File: src/rtl/matrix_pkg.sv
// Shared definitions for the LED matrix frame sequencer: FSM states, default geometry
// and the chain-to-pixel snake mapping.
package matrix_pkg;

  localparam int NUM_LEDS_DEF   = 64;
  localparam int COLS_DEF       = 8;
  localparam int START_BITS_DEF = 32;
  localparam int END_BITS_DEF   = 64;
  localparam int WORD_BITS      = 32;
  localparam int NUM_SRC        = 2;

  typedef enum logic [2:0] {
    ST_IDLE,
    ST_START,
    ST_FETCH,
    ST_SHIFT,
    ST_END,
    ST_DONE
  } state_t;

  function automatic int max3(input int a, input int b, input int c);
    int m;
    m = (a > b) ? a : b;
    return (m > c) ? m : c;
  endfunction

  // Chain position n to logical pixel row*cols+col; even rows are wired right to left.
  function automatic int snake_map(input int n, input int cols);
    int row;
    int col;
    row = n / cols;
    col = n % cols;
    if ((row % 2) == 0) begin
      col = cols - 1 - col;
    end
    return row * cols + col;
  endfunction

endpackage

File: src/rtl/matrix_bit_shifter.sv
// Serialises a loaded word as 2-cycle slots (clock low then high), MSB first.
// done pulses during the high phase of the final slot so the next load can follow seamlessly.
module matrix_bit_shifter
  import matrix_pkg::*;
#(
  parameter int CNT_W = 7
) (
  input  logic                 clk,
  input  logic                 reset,
  input  logic                 load,
  input  logic [WORD_BITS-1:0] load_word,
  input  logic [CNT_W-1:0]     load_len,
  output logic                 led_clk,
  output logic                 led_data,
  output logic                 done
);

  logic                 active_q, active_d;
  logic                 phase_q, phase_d;
  logic [WORD_BITS-1:0] shreg_q, shreg_d;
  logic [CNT_W-1:0]     cnt_q, cnt_d;

  always_ff @(posedge clk) begin
    if (reset) begin
      active_q <= 1'b0;
      phase_q  <= 1'b0;
      shreg_q  <= '0;
      cnt_q    <= '0;
    end else begin
      active_q <= active_d;
      phase_q  <= phase_d;
      shreg_q  <= shreg_d;
      cnt_q    <= cnt_d;
    end
  end

  always_comb begin
    active_d = active_q;
    phase_d  = phase_q;
    shreg_d  = shreg_q;
    cnt_d    = cnt_q;
    done     = 1'b0;
    if (active_q) begin
      if (!phase_q) begin
        phase_d = 1'b1;
      end else if (cnt_q == CNT_W'(1)) begin
        active_d = 1'b0;
        phase_d  = 1'b0;
        done     = 1'b1;
      end else begin
        phase_d = 1'b0;
        cnt_d   = cnt_q - CNT_W'(1);
        shreg_d = {shreg_q[WORD_BITS-2:0], 1'b0};
      end
    end
    // Zero runs longer than a word just keep shifting zeros out of the register.
    if (load) begin
      active_d = 1'b1;
      phase_d  = 1'b0;
      shreg_d  = load_word;
      cnt_d    = load_len;
    end
  end

  assign led_clk  = active_q & phase_q;
  assign led_data = active_q & shreg_q[WORD_BITS-1];

endmodule

File: src/rtl/matrix_frame_sequencer.sv
// Shares the APA102-style matrix link between two frame sources: round-robin frame grant,
// start frame, one fetched pixel per LED in snake order, end frame.
module matrix_frame_sequencer
  import matrix_pkg::*;
#(
  parameter  int NUM_LEDS   = NUM_LEDS_DEF,
  parameter  int COLS       = COLS_DEF,
  parameter  int START_BITS = START_BITS_DEF,
  parameter  int END_BITS   = END_BITS_DEF,
  localparam int AW         = $clog2(NUM_LEDS)
) (
  input  logic                 clk,
  input  logic                 reset,
  input  logic [NUM_SRC-1:0]   frame_req,
  output logic [NUM_SRC-1:0]   frame_gnt,
  output logic                 frame_done,
  input  logic [WORD_BITS-1:0] fg_colour,
  input  logic [WORD_BITS-1:0] bg_colour,
  output logic                 px_req,
  output logic [AW-1:0]        px_addr,
  input  logic [NUM_SRC-1:0]   px_valid,
  input  logic [NUM_SRC-1:0]   px_bit,
  output logic                 led_clk,
  output logic                 led_data,
  output logic                 busy
);

  localparam int            CNT_W    = $clog2(max3(START_BITS, END_BITS, WORD_BITS) + 1);
  localparam logic [AW-1:0] LAST_LED = AW'(NUM_LEDS - 1);

  state_t               state_q, state_d;
  logic [NUM_SRC-1:0]   gnt_q, gnt_d;
  logic                 last_q, last_d;
  logic [WORD_BITS-1:0] fg_q, fg_d;
  logic [WORD_BITS-1:0] bg_q, bg_d;
  logic [AW-1:0]        n_q, n_d;

  logic                 sh_load;
  logic [WORD_BITS-1:0] sh_word;
  logic [CNT_W-1:0]     sh_len;
  logic                 sh_done;

  logic [NUM_SRC-1:0]   valid_masked;
  logic [NUM_SRC-1:0]   bit_masked;
  logic                 px_valid_g;
  logic                 px_bit_g;
  logic                 pick;

  // Only the granted source's pixel handshake reaches the FSM.
  for (genvar gi = 0; gi < NUM_SRC; gi++) begin : g_src
    assign valid_masked[gi] = px_valid[gi] & gnt_q[gi];
    assign bit_masked[gi]   = px_bit[gi] & gnt_q[gi];
  end

  assign px_valid_g = |valid_masked;
  assign px_bit_g   = |bit_masked;

  always_ff @(posedge clk) begin
    if (reset) begin
      state_q <= ST_IDLE;
      gnt_q   <= '0;
      last_q  <= 1'b1;
      fg_q    <= '0;
      bg_q    <= '0;
      n_q     <= '0;
    end else begin
      state_q <= state_d;
      gnt_q   <= gnt_d;
      last_q  <= last_d;
      fg_q    <= fg_d;
      bg_q    <= bg_d;
      n_q     <= n_d;
    end
  end

  always_comb begin
    state_d = state_q;
    gnt_d   = gnt_q;
    last_d  = last_q;
    fg_d    = fg_q;
    bg_d    = bg_q;
    n_d     = n_q;
    sh_load = 1'b0;
    sh_word = '0;
    sh_len  = '0;
    // last_q holds the index of the source that finished the previous frame.
    pick    = (frame_req == 2'b11) ? ~last_q : frame_req[1];

    unique case (state_q)
      ST_IDLE: begin
        if (|frame_req) begin
          gnt_d   = pick ? 2'b10 : 2'b01;
          fg_d    = fg_colour;
          bg_d    = bg_colour;
          n_d     = '0;
          sh_load = 1'b1;
          sh_len  = CNT_W'(START_BITS);
          state_d = ST_START;
        end
      end
      ST_START: begin
        if (sh_done) state_d = ST_FETCH;
      end
      ST_FETCH: begin
        if (px_valid_g) begin
          sh_load = 1'b1;
          sh_word = px_bit_g ? fg_q : bg_q;
          sh_len  = CNT_W'(WORD_BITS);
          state_d = ST_SHIFT;
        end
      end
      ST_SHIFT: begin
        if (sh_done) begin
          if (n_q == LAST_LED) begin
            sh_load = 1'b1;
            sh_len  = CNT_W'(END_BITS);
            state_d = ST_END;
          end else begin
            n_d     = n_q + AW'(1);
            state_d = ST_FETCH;
          end
        end
      end
      ST_END: begin
        if (sh_done) state_d = ST_DONE;
      end
      ST_DONE: begin
        gnt_d   = '0;
        last_d  = gnt_q[1];
        state_d = ST_IDLE;
      end
      default: state_d = ST_IDLE;
    endcase
  end

  matrix_bit_shifter #(
    .CNT_W(CNT_W)
  ) u_shifter (
    .clk      (clk),
    .reset    (reset),
    .load     (sh_load),
    .load_word(sh_word),
    .load_len (sh_len),
    .led_clk  (led_clk),
    .led_data (led_data),
    .done     (sh_done)
  );

  assign frame_gnt  = gnt_q;
  assign frame_done = (state_q == ST_DONE);
  assign busy       = (state_q != ST_IDLE);
  assign px_req     = (state_q == ST_FETCH);
  assign px_addr    = px_req ? AW'(snake_map(int'(n_q), COLS)) : '0;

endmodule

File: config.mk
export PLATFORM = sky130hd
export DESIGN_NAME = matrix_frame_sequencer
export DESIGN_NICKNAME = d
export VERILOG_FILES = /design/src/rtl/matrix_pkg.sv /design/src/rtl/matrix_bit_shifter.sv /design/src/rtl/matrix_frame_sequencer.sv
export SDC_FILE = /design/constraint.sdc
export NUM_CORES = 1
export LEC_CHECK = 0
export BUFFER_PORTS_ARGS = -buffer_cell sky130_fd_sc_hd__buf_2
export CAP_MARGIN = 20
export CORE_MARGIN = 4
export CORE_UTILIZATION = 25
export DETAILED_ROUTE_END_ITERATION = 12
export PLACE_DENSITY_LB_ADDON = 0.12
export SLEW_MARGIN = 40
export SYNTH_ARGS = -nofsm -noshare
export SYNTH_HDL_FRONTEND = slang
export SYNTH_SLANG_ARGS = --single-unit
File: constraint.sdc
create_clock -name clk -period 4.3 [get_ports clk]
set_input_delay 0.86 -clock clk [delete_from_list [all_inputs] [get_ports clk]]
set_output_delay 0.86 -clock clk [all_outputs]
set_load 0.03 [all_outputs]
==> impl_metrics.toml <==
[clock_network]
hold_buffers = 0
cts_resized = 0
htree_levels = 4
insertion_delay_ns = 0.41
cts_buffer_depth = 2
post_cts_buffers = 0
cts_buffers = 17
cts_sinks = 117
clock-root-buffer = "clkbuf_16"
path_clk_slew_ns = 0.05
cts_tree = "built"

[synth]
syn_nets = 688
syn_area_per_cell_um2 = 8.43
synth_top_cell_by_area = "dfxtp_1"
synth_enable_flop_cells = 0
ys_ff_latch = 117
synth_top_area_share_pct = 45.4
yosysWarnings = 0
synth_area_leaders = "dfxtp_1 (45%), a21oi_1 (10%), nand2_1 (10%)"
syn_inst = 612
synth_area_um2 = 5160
async_reset_ff_share_pct = 0
ys.flop_type = "dfxtp_1"
synth_cell_types = 46
seq_area_frac_synth_pct = 45.4

[timing]
timing.setup.tns_ns = 0
fin_crit_sh_pct = 64.0
rsz0062_at_grt = "false"
whs_ns = 0.450
hold_viol = 0
slew_violations = 0
finalSetupViolations = 0
fin_crit_ns = 2.75
clock.fmax_mhz = 364
worstMarginPinSlew_ns = 0.821
relSlewSlack_pct = 45.2
fin_worst_skew_ns = 0.00530

[place]
place_congestion = 0.747
hpwl_mm = 8.76
place_inst = 918
port_buffers = 84

[final_layout]
multiInputGateArea_um2 = 2570
seq_area_um2 = 2340
area_growth_pct = 21.7
nets = 743
fillCellCount = 2170
final_util_pct = 31.0
finalNonFillerCells = 948
insertedDiodeCount = 0
drive_gt1_share_pct = 24.0

[routing]
drt_wl_total_mm = 14.1
viasPerCell = 4.85
drtIter0Drc = 232
drc = 0
wire_per_inst_um = 14.8
drtAntennaViolNets = 0
drt-pass1-iter-count = 4
num_vias = 4594

[hold_path]
holdCritPathClass = "reg -> reg"

[grt]
grt_use_met2_pct = 19.6
grt-busiest-layer = "met2"
antenna_found_initial = 0
use_met3_pct = 3.48
overflow = 0
track_usage_pct = 12.4
use_met1_pct = 16.3
grt_max_degree = 105
grt_pass1_vias = 4602
grt_pass1_wl_mm = 22.8

[power]
ir_drop_v = 0.000269
power_density_nw_per_um2 = 417
p_leak_nw = 2.36
finalPower_mw = 2.62

[floorplanning]
rows = 52
die_h_um = 152
dieArea_um2 = 23000
core_area_um2 = 20200
ios = 85
fp.dieW_um = 152
start_util_pct = 25.5

[status]
status = "finished, final reports clean"

[critical_path]
path_max_fanout = 11
worst_setup_path_end_kind = "output port"
critPathRequiredTime_ns = 3.44
crit_type = "reg -> out"
crit_path_start_kind = "flop"
worst_ep_arrival_time_ns = 1.89

[flow_run]
maxCapViolCount = 0
## per-layer routing
layer  part of all wire (%)  wire length (um)
met1                     48              6740
met2                     46              6460
met3                    5.1               710
met4                    1.0               146
met5                      0                 0
## kinds of logic after synthesis
logic type      synth area share, %
flops                          45.4
simple gates                   19.7
compound gates                 20.1
mux                            7.18
fa+ha+maj                     0.970
xor+xnor                       1.19
buf+inv                        5.46
## path summary, 6_finish.rpt
path                            slack, ns               start               endpoint  depth (start not counted)
worst min-delay path                 0.45            bg_q[10]               bg_q[10]                          2
worst max-delay path                 1.55          state_q[2]             px_addr[5]                          4
worst min register to register       0.45            bg_q[10]               bg_q[10]                          2
worst max register to register       1.81  u_shifter.cnt_q[2]  u_shifter.shreg_q[12]                          5
## area by class of cell
type                            instances  share of cell area, %
Tap cell                              270                   5.38
Clock inverter                          6                  0.478
Inverter                               10                  0.598
Multi-Input combinational cell        429                   40.9
Clock buffer                           24                   7.51
Timing Repair Buffer                   92                   7.79
Sequential cell                       117                   37.3
## cell usage in the layout (no fill, tap or decap), types with 8 or more instances in the layout
cell type,n
a21oi_1,104
a32oi_1,32
buf_2,83
buf_4,8
clkbuf_16,17
dfxtp_1,117
inv_1,10
mux2_2,32
nand2_1,137
nand4_1,34
nor2_1,11
## sequential cells by signal, indices dropped and copies added (netlist names)
register and cells:
bg_q 32, fg_q 32, frame_gnt 2, last_q 1, n_q 6, state_q 3
u_shifter.active_q 1, u_shifter.cnt_q 7, u_shifter.phase_q 1, u_shifter.shreg_q 32
## critical path, cell delays in order, from the launching register on
cell and delay (ns):
dfxtp_1 0.40, or3b_2 0.62, inv_1 0.14, and2_1 0.13, buf_2 0.19
## stage by stage
stage	cell area [um^2]	worst slack, ns
detailed placement	5770	1.45
CTS	6270	1.54
finish	6280	1.55
global route	6280	1.43
global placement	5760	1.50
floorplan	5160	1.88
## report_power, final
part	leakage, nW	internal (mW)	switching (mW)
Combinational	1.16	0.0948	0.148
Clock	0.253	0.752	0.465
Sequential	0.955	1.13	0.0250
Total	2.36	1.98	0.638
## synthesized netlist by cell type (3+ instances only)
| library cell | instances |
|---|---|
| nand2_1 | 138 |
| dfxtp_1 | 117 |
| o211ai_1 | 3 |
| a21oi_1 | 104 |
| nor3_1 | 5 |
| and2_1 | 6 |
| or3_1 | 3 |
| buf_2 | 3 |
| buf_1 | 7 |
| mux2_2 | 32 |
| xor2_1 | 5 |
| nand4_1 | 34 |
| o21ai_0 | 4 |
| nand3_1 | 4 |
| or4_1 | 6 |
| inv_1 | 10 |
| a32oi_1 | 32 |
| o31ai_1 | 6 |
| nor2_1 | 12 |
| ha_1 | 4 |
| buf_6 | 4 |
| clkbuf_1 | 42 |
No activity file was read; power rests on OpenSTA's default activity.
